--- src/rtl/aes_mix_columns_iter.sv ---
// AES MixColumns / InvMixColumns engine that handles COLS_PER_CYCLE state columns per clock.
// Latency: N = 4/COLS_PER_CYCLE edges from the accept edge to Out_Valid high.
// Backpressure: the result is held in DONE while Out_Ready=0. In_Ready is low throughout BUSY.
// Ports:
//   Clk/Rst            rising-edge clock, async active-high reset
//   In_Valid/In_Ready  input handshake; In_Data (state) and In_Mode (0=fwd, 1=inv) captured at accept
//   Out_Valid/Out_Ready output handshake; Out_Data holds the transformed state
//   Busy               high while columns are being transformed
module aes_mix_columns_iter #(
  parameter int BUS_WIDTH      = 128,
  parameter int COLS_PER_CYCLE = 4
) (
  input  logic                 Clk,
  input  logic                 Rst,
  input  logic                 In_Valid,
  output logic                 In_Ready,
  input  logic [BUS_WIDTH-1:0] In_Data,
  input  logic                 In_Mode,
  output logic                 Out_Valid,
  input  logic                 Out_Ready,
  output logic [BUS_WIDTH-1:0] Out_Data,
  output logic                 Busy
);

  generate
    if (BUS_WIDTH != 128) begin : g_bad_width
      $error("aes_mix_columns_iter: BUS_WIDTH must be 128");
    end
    if (COLS_PER_CYCLE != 1 && COLS_PER_CYCLE != 2 && COLS_PER_CYCLE != 4) begin : g_bad_cols
      $error("aes_mix_columns_iter: COLS_PER_CYCLE must be 1, 2 or 4");
    end
  endgenerate

  // Counter advance per BUSY cycle; 4 truncates to 0 so COLS_PER_CYCLE=4 finishes in one cycle.
  localparam logic [1:0] CNT_STEP = 2'(COLS_PER_CYCLE);
  localparam logic [1:0] CNT_LAST = 2'(4 - COLS_PER_CYCLE);

  typedef enum logic [1:0] {IDLE, BUSY, DONE} state_t;

  state_t               state, state_next;
  logic [1:0]           cnt;
  logic [BUS_WIDTH-1:0] in_reg;
  logic                 mode_reg;
  logic [BUS_WIDTH-1:0] res_reg;
  logic [BUS_WIDTH-1:0] res_next;
  logic [BUS_WIDTH-1:0] out_reg;
  logic                 accept;
  logic                 last_slice;

  function automatic logic [7:0] xtime(input logic [7:0] a);
    return {a[6:0], 1'b0} ^ (a[7] ? 8'h1b : 8'h00);
  endfunction

  // Multiply by a constant of at most 4 bits (all MixColumns coefficients fit).
  function automatic logic [7:0] gmul(input logic [7:0] a, input logic [3:0] b);
    logic [7:0] p;
    logic [7:0] x;
    p = 8'h00;
    x = a;
    for (int i = 0; i < 4; i++) begin
      if (b[i]) p = p ^ x;
      x = xtime(x);
    end
    return p;
  endfunction

  // One column, row r in bits [8r+7:8r]. Circulant matrix: o_i = sum_j k[(j-i) mod 4] * a_j.
  function automatic logic [31:0] mix_col(input logic [31:0] a, input logic inv);
    logic [3:0]  k [4];
    logic [31:0] o;
    k[0] = inv ? 4'he : 4'h2;
    k[1] = inv ? 4'hb : 4'h3;
    k[2] = inv ? 4'hd : 4'h1;
    k[3] = inv ? 4'h9 : 4'h1;
    o    = 32'h0;
    for (int i = 0; i < 4; i++) begin
      for (int j = 0; j < 4; j++) begin
        o[8*i +: 8] = o[8*i +: 8] ^ gmul(a[8*j +: 8], k[2'(j - i)]);
      end
    end
    return o;
  endfunction

  // Column c of row r lives at bits [32r+31-8c : 32r+24-8c].
  function automatic logic [31:0] get_col(input logic [127:0] s, input logic [1:0] c);
    logic [31:0] o;
    o = 32'h0;
    for (int r = 0; r < 4; r++) o[8*r +: 8] = s[32*r + 24 - 8*int'(c) +: 8];
    return o;
  endfunction

  function automatic logic [127:0] put_col(input logic [127:0] s, input logic [1:0] c,
                                           input logic [31:0] col);
    logic [127:0] o;
    o = s;
    for (int r = 0; r < 4; r++) o[32*r + 24 - 8*int'(c) +: 8] = col[8*r +: 8];
    return o;
  endfunction

  // Result register with the current slice of columns replaced by their transform.
  always_comb begin
    res_next = res_reg;
    for (int k = 0; k < COLS_PER_CYCLE; k++) begin
      res_next = put_col(res_next, cnt + 2'(k), mix_col(get_col(in_reg, cnt + 2'(k)), mode_reg));
    end
  end

  assign last_slice = (cnt == CNT_LAST);
  assign accept     = In_Valid & In_Ready;

  always_ff @(posedge Clk or posedge Rst) begin
    if (Rst) state <= IDLE;
    else     state <= state_next;
  end

  always_comb begin
    state_next = state;
    In_Ready   = 1'b0;
    Out_Valid  = 1'b0;
    case (state)
      IDLE: begin
        In_Ready = 1'b1;
        if (In_Valid) state_next = BUSY;
      end
      BUSY: begin
        if (last_slice) state_next = DONE;
      end
      DONE: begin
        Out_Valid = 1'b1;
        // Same-cycle handoff: the slot frees as soon as downstream takes the result.
        In_Ready  = Out_Ready;
        if (Out_Ready) state_next = In_Valid ? BUSY : IDLE;
      end
      default: state_next = IDLE;
    endcase
  end

  // Partial results accumulate in res_reg; Out_Data is loaded only once the last slice is done,
  // so it never shows a half-transformed state.
  always_ff @(posedge Clk or posedge Rst) begin
    if (Rst) begin
      in_reg   <= '0;
      mode_reg <= 1'b0;
      res_reg  <= '0;
      out_reg  <= '0;
      cnt      <= 2'd0;
    end else if (accept) begin
      in_reg   <= In_Data;
      mode_reg <= In_Mode;
      cnt      <= 2'd0;
    end else if (state == BUSY) begin
      res_reg <= res_next;
      cnt     <= cnt + CNT_STEP;
      if (last_slice) out_reg <= res_next;
    end
  end

  assign Out_Data = out_reg;
  assign Busy     = (state == BUSY);

endmodule
--- config.mk ---
export PLATFORM = sky130hd
export DESIGN_NAME = aes_mix_columns_iter
export DESIGN_NICKNAME = d
export VERILOG_FILES = /design/src/rtl/aes_mix_columns_iter.sv
export SDC_FILE = /design/constraint.sdc
export NUM_CORES = 1
export LEC_CHECK = 0
export CORE_MARGIN = 4
export CORE_UTILIZATION = 47
export CTS_CLUSTER_SIZE = 20
export DETAILED_ROUTE_END_ITERATION = 10
export GPL_TIMING_DRIVEN = 0
export PLACE_DENSITY = 0.75
export SYNTH_ARGS = -nofsm -noshare
export SYNTH_HDL_FRONTEND = slang
export SYNTH_SLANG_ARGS = --single-unit
--- constraint.sdc ---
create_clock -name Clk -period 12.1 [get_ports Clk]
set_input_delay 3.025 -clock Clk [delete_from_list [all_inputs] [get_ports Clk]]
set_output_delay 3.025 -clock Clk [all_outputs]
set_load 0.05 [all_outputs]
Word-level counts from Yosys, hierarchy flattened
Cells that the tools add are included.
Widths: inputs -> output; s select.
{"block": "classes", "addsub": 35, "n_eq_ne": 5, "shift": 48, "mux": 202, "bitwise_logic": 162, "reduce_logical": 5}
{"op": "$bwmux 128", "n": 16}
{"op": "$shift 8x33->128 const A", "n": 16}
{"op": "$shiftx 8x33->128", "n": 16}
{"op": "$mux 8", "n": 128}
{"op": "$shiftx 128x8->8", "n": 8}
{"op": "$xor 8x8->8", "n": 120}
{"op": "$shiftx 128x6->8", "n": 4}
{"op": "$shiftx 128x7->8", "n": 4}
{"op": "$xor 8x5->8", "n": 40}
{"op": "$neg 8->33", "n": 8}
{"op": "$mux 5", "n": 48}
{"op": "$neg 6->33", "n": 4}
{"op": "$neg 7->33", "n": 4}
{"op": "$sub 7x5->8 const A", "n": 8}
{"op": "$sub 6x5->7 const A", "n": 4}
{"op": "$sub 5x5->6 const A", "n": 4}
{"op": "$mux 2", "n": 4}
{"op": "$mux 4", "n": 2}
{"op": "$pmux 2 s3", "n": 1}
{"op": "$reduce_and 3->1", "n": 2}
{"op": "$add 2x2->2 const B", "n": 2}
{"op": "$logic_not 2->1", "n": 2}
{"op": "$ne 2x2->1 const B", "n": 2}
{"op": "$add 2x1->2 const B", "n": 1}
{"op": "other kinds (8)", "n": 9}
{"block": "word_totals", "ff_bits": 389, "input_bits": 133, "output_inout_bits": 131, "elab_cells": 463}

Logic depth before layout (Yosys ltp)
{"block": "depth", "ltp_word": 28, "depth_mapped": 9, "ltp_nobuf": 5}

Least setup slack after synthesis
No wires, ideal clock.
{"block": "synth_path", "path_kind": "input -> output", "start": "in Out_Ready", "end": "out In_Ready", "t_arrival_ns": 3.862, "t_required_ns": 9.075, "setup_slack_ns": 5.213, "cell_stages": 2, "n_path_buf": 0, "cell_sequence": "inv_1 a21oi_1"}
{"block": "synth_via", "elab_chain_len": 1}
{"item": "from (decl)", "line_no": "20", "rtl": "input logic Out_Ready,"}
{"item": "$pmux 1 s2", "line_no": "120", "rtl": "case (state)"}
{"item": "to (decl)", "line_no": "16", "rtl": "output logic In_Ready,"}
Every way passes these cells.

Worst setup path after layout
Same ends and word-level chain as after synthesis.

==> impl_metrics.yaml <==
run_status:
  outcome: "complete, no violations"
setup_path:
  critPathMaxFanout: 2
  start_kind: "primary input"
  critPathRequiredTime_ns: 9.07
  max_stage_delay_ns: 0.85
  arrival_ns: 4.61
  slowest_stage: "clkdlybuf4s50_1"
  path_buf_inv: 3
  worst_path_most_repeated_cell: "clkdlybuf4s50_1"
  path_delay_family: "buffers and inverters"
  end_kind: "output port"
  path_class: "in -> out"
  worstPathCellList: "clkdlybuf4s50_1, inv_1, a21oi_1, clkdlybuf4s50_1"
power:
  pwr-share-seq_pct: 20.5
  combPwrFrac_pct: 66.3
  switching_share_pct: 44.2
  peakVddDrop_mv: 0.195
  power_mw: 6.90
  clkPwrFrac_pct: 13.2
  p_leak_nw: 9.47
  internal-power_mw: 3.85
  power.density_nw_per_um2: 321
  switchingPower_mw: 3.05
job:
  maxCapViolations: 0
cells_and_area:
  syn_to_final_growth_pct: 24.7
  stdcell_count: 2341
  fin_nets: 1992
  drive_above_1_share_pct: 15.4
  n_antenna_cell: 0
timing:
  setup_viol: 0
  worstMarginPinSlew_ns: 1.03
  finalHoldViolations: 0
  max_slew_margin_pct: 31.2
  slew_viol_final: 0
  rsz0062_at_grt: "false"
  timing.final.crit_share_pct: 63.1
  fmax_mhz: 131
  fin_crit_ns: 7.64
  final.setup_skew_ns: 0.0107
grt:
  grt.total_usage_pct: 25.5
  grt_max_degree: 128
  antenna_found_initial: 1
  top_usage_layer: "met2"
  grtUsageMet1_pct: 34.7
  met3_usage_pct: 4.05
  overflow: 0
  grt_pass1_wl_um: 76400
  grt_pass1_vias: 12500
  use_met2_pct: 43.0
detailed_routing:
  drt_iter0_drc: 749
  drt-total-wl_um: 51800
  vias: 12100
  first_pass_iters: 5
  wl_per_cell_um: 22.1
  viasPerCell: 5.18
  drc: 0
  drtAntennaViolNets: 0
synthesis:
  synth.distinct_cells: 34
  yosysWarnings: 0
  yosysMostFrequentCell: "xnor2_1"
  synth_edf_count: 0
  synth_top_area_share_pct: 37.5
  syn_inst: 1563
  synth.area.top_cells: "dfrtp_1 38%, xnor2_1 14%, xnor3_1 11%, mux2_2 9.3%, xor2_1 8.6%"
  syn_nets: 1696
  syn_area_um2: 17300
  yosysTopAreaCell: "dfrtp_1"
  async_flop_share_pct: 100
  synth-seq-cells: 259
  yosys_most_used_dff: "dfrtp_1"
  seq_area_frac_synth_pct: 37.5
  netlist_top_cells_count: "284 x xnor2_1, 259 x dfrtp_1, 221 x nand2_1"
  synth.avg_cell_area_um2: 11.1
floorplan:
  rows: 69
  core_um2: 35900
  die_h_um: 200
  initial_core_util_pct: 48.1
  dieWidth_um: 200
  pin_count: 264
  die_area_um2: 39900
clocking:
  clk_latency_ns: 0.55
  cts.clk_slew.worst_paths_ns: 0.06
  ctsLongestPathBuffers: 3
  clock_sinks: 259
  cts_max_level: 1
  cts_tree: "built"
  post-cts-setup-buffers: 0
  hold_buffers: 0
  cts_root_buf: "clkbuf_16"
  cts.repair.resized: 0
  cts_made_buffers: 29
hold_path:
  hold_path_class: "reg -> reg"
placed_design:
  place_congestion: 0.890
  hpwlAfterDp_um: 38600
  io_buffers: 263
  dp.cells: 2289
-- layout by cell type, fill, tap and decap left out, types with 2 or more instances in the layout --
master           instances
buf_2                   67
nor2b_1                  8
bufinv_16                3
clkbuf_1                78
inv_1                    2
nand2b_1                 8
mux2_2                 142
o21ai_0                108
clkdlybuf4s50_1        263
nor2_1                  31
dfrtp_1                259
xnor2_1                284
xor2_1                 170
xor2_2                   5
o31ai_1                  6
o21ai_1                  2
xnor3_1                 81
clkbuf_8                 9
clkbuf_16               29
and3_1                   6
buf_16                   2
buf_4                   13
a21oi_1                 25
xnor2_2                  4
inv_2                    2
clkinv_2                 4
mux2i_1                 14
xor3_1                  19
buf_6                    3
nand2_1                221
-- cell type report --
type / count / area [µm²]
plain buffers: 155 / 737
clock buffers: 44 / 872
clock inverters: 8 / 118
fillers: 2940 / 14400
inverters: 5 / 26.3
multi-input cells: 1144 / 10000
flip-flops and latches: 259 / 6480
well taps: 461 / 577
repair buffers: 265 / 2690
-- worst min-delay path, cell delays in order, from the launching register on --
cell and delay (ns):
dfrtp_1 0.34, nand2_1 0.05, o21ai_0 0.06
-- power by group through the flow --
stage	logic, mW	registers (mW)	clock network (mW)
3_5_place_dp	4.57	1.42	0
2_1_floorplan	2.75	2.08	0
3_3_place_gp	4.49	1.42	0
5_1_grt	4.87	1.45	0.963
6_report	4.58	1.41	0.912
4_1_cts	4.59	1.41	0.926
-- logic make-up after synthesis --
| group | count (synthesis) | synth area share [%] |
|---|---|---|
| AOI/OAI and AO/OA | 143 | 4.26 |
| xor gates and xnor gates | 564 | 37.2 |
| muxes | 157 | 10.2 |
| DFF | 259 | 37.5 |
| and+or+nand+nor | 280 | 6.49 |
| buffers and inverters | 160 | 4.37 |
-- final timing paths --
check / start / end / slack (ns) / cells past startpoint
max: Out_Ready / In_Ready / 4.46 / 4
min: Out_Data[2]$_DFFE_PP0P_ / Out_Data[2]$_DFFE_PP0P_ / 0.48 / 2
max reg2reg: state[1]$_DFFE_PP0P_ / in_reg[20]$_DFFE_PP0P_ / 8.91 / 6
min reg2reg: Out_Data[2]$_DFFE_PP0P_ / Out_Data[2]$_DFFE_PP0P_ / 0.48 / 2
max in group asynchronous: Rst / in_reg[93]$_DFFE_PP0P_ / 8.46 / 3
min in group asynchronous: Rst / in_reg[9]$_DFFE_PP0P_ / 2.78 / 2
-- routing by layer --
layer  share of wire [%]  wire (µm)
met4                 2.8       1440
met1                  43      22000
met2                  48      24900
met3                 6.5       3350
met5                   0          0
-- metrics by stage --
stage | utilization (%) | setup TNS [ns] | hold slack [ns] | instance area [µm²] | setup WS [ns]
global placement | 57.0 | -317.44 | 0.463 | 20500 | -1.26
global route | 60.0 | 0 | 0.504 | 21500 | 4.44
floorplan | - | 0 | 0.527 | 17300 | 1.95
CTS | 60.0 | 0 | 0.483 | 21500 | 4.47
detailed placement | 57.2 | 0 | 0.469 | 20500 | 4.47
finish | 60.0 | 0 | 0.477 | 21500 | 4.46
No activity file was read; power rests on OpenSTA's default activity.
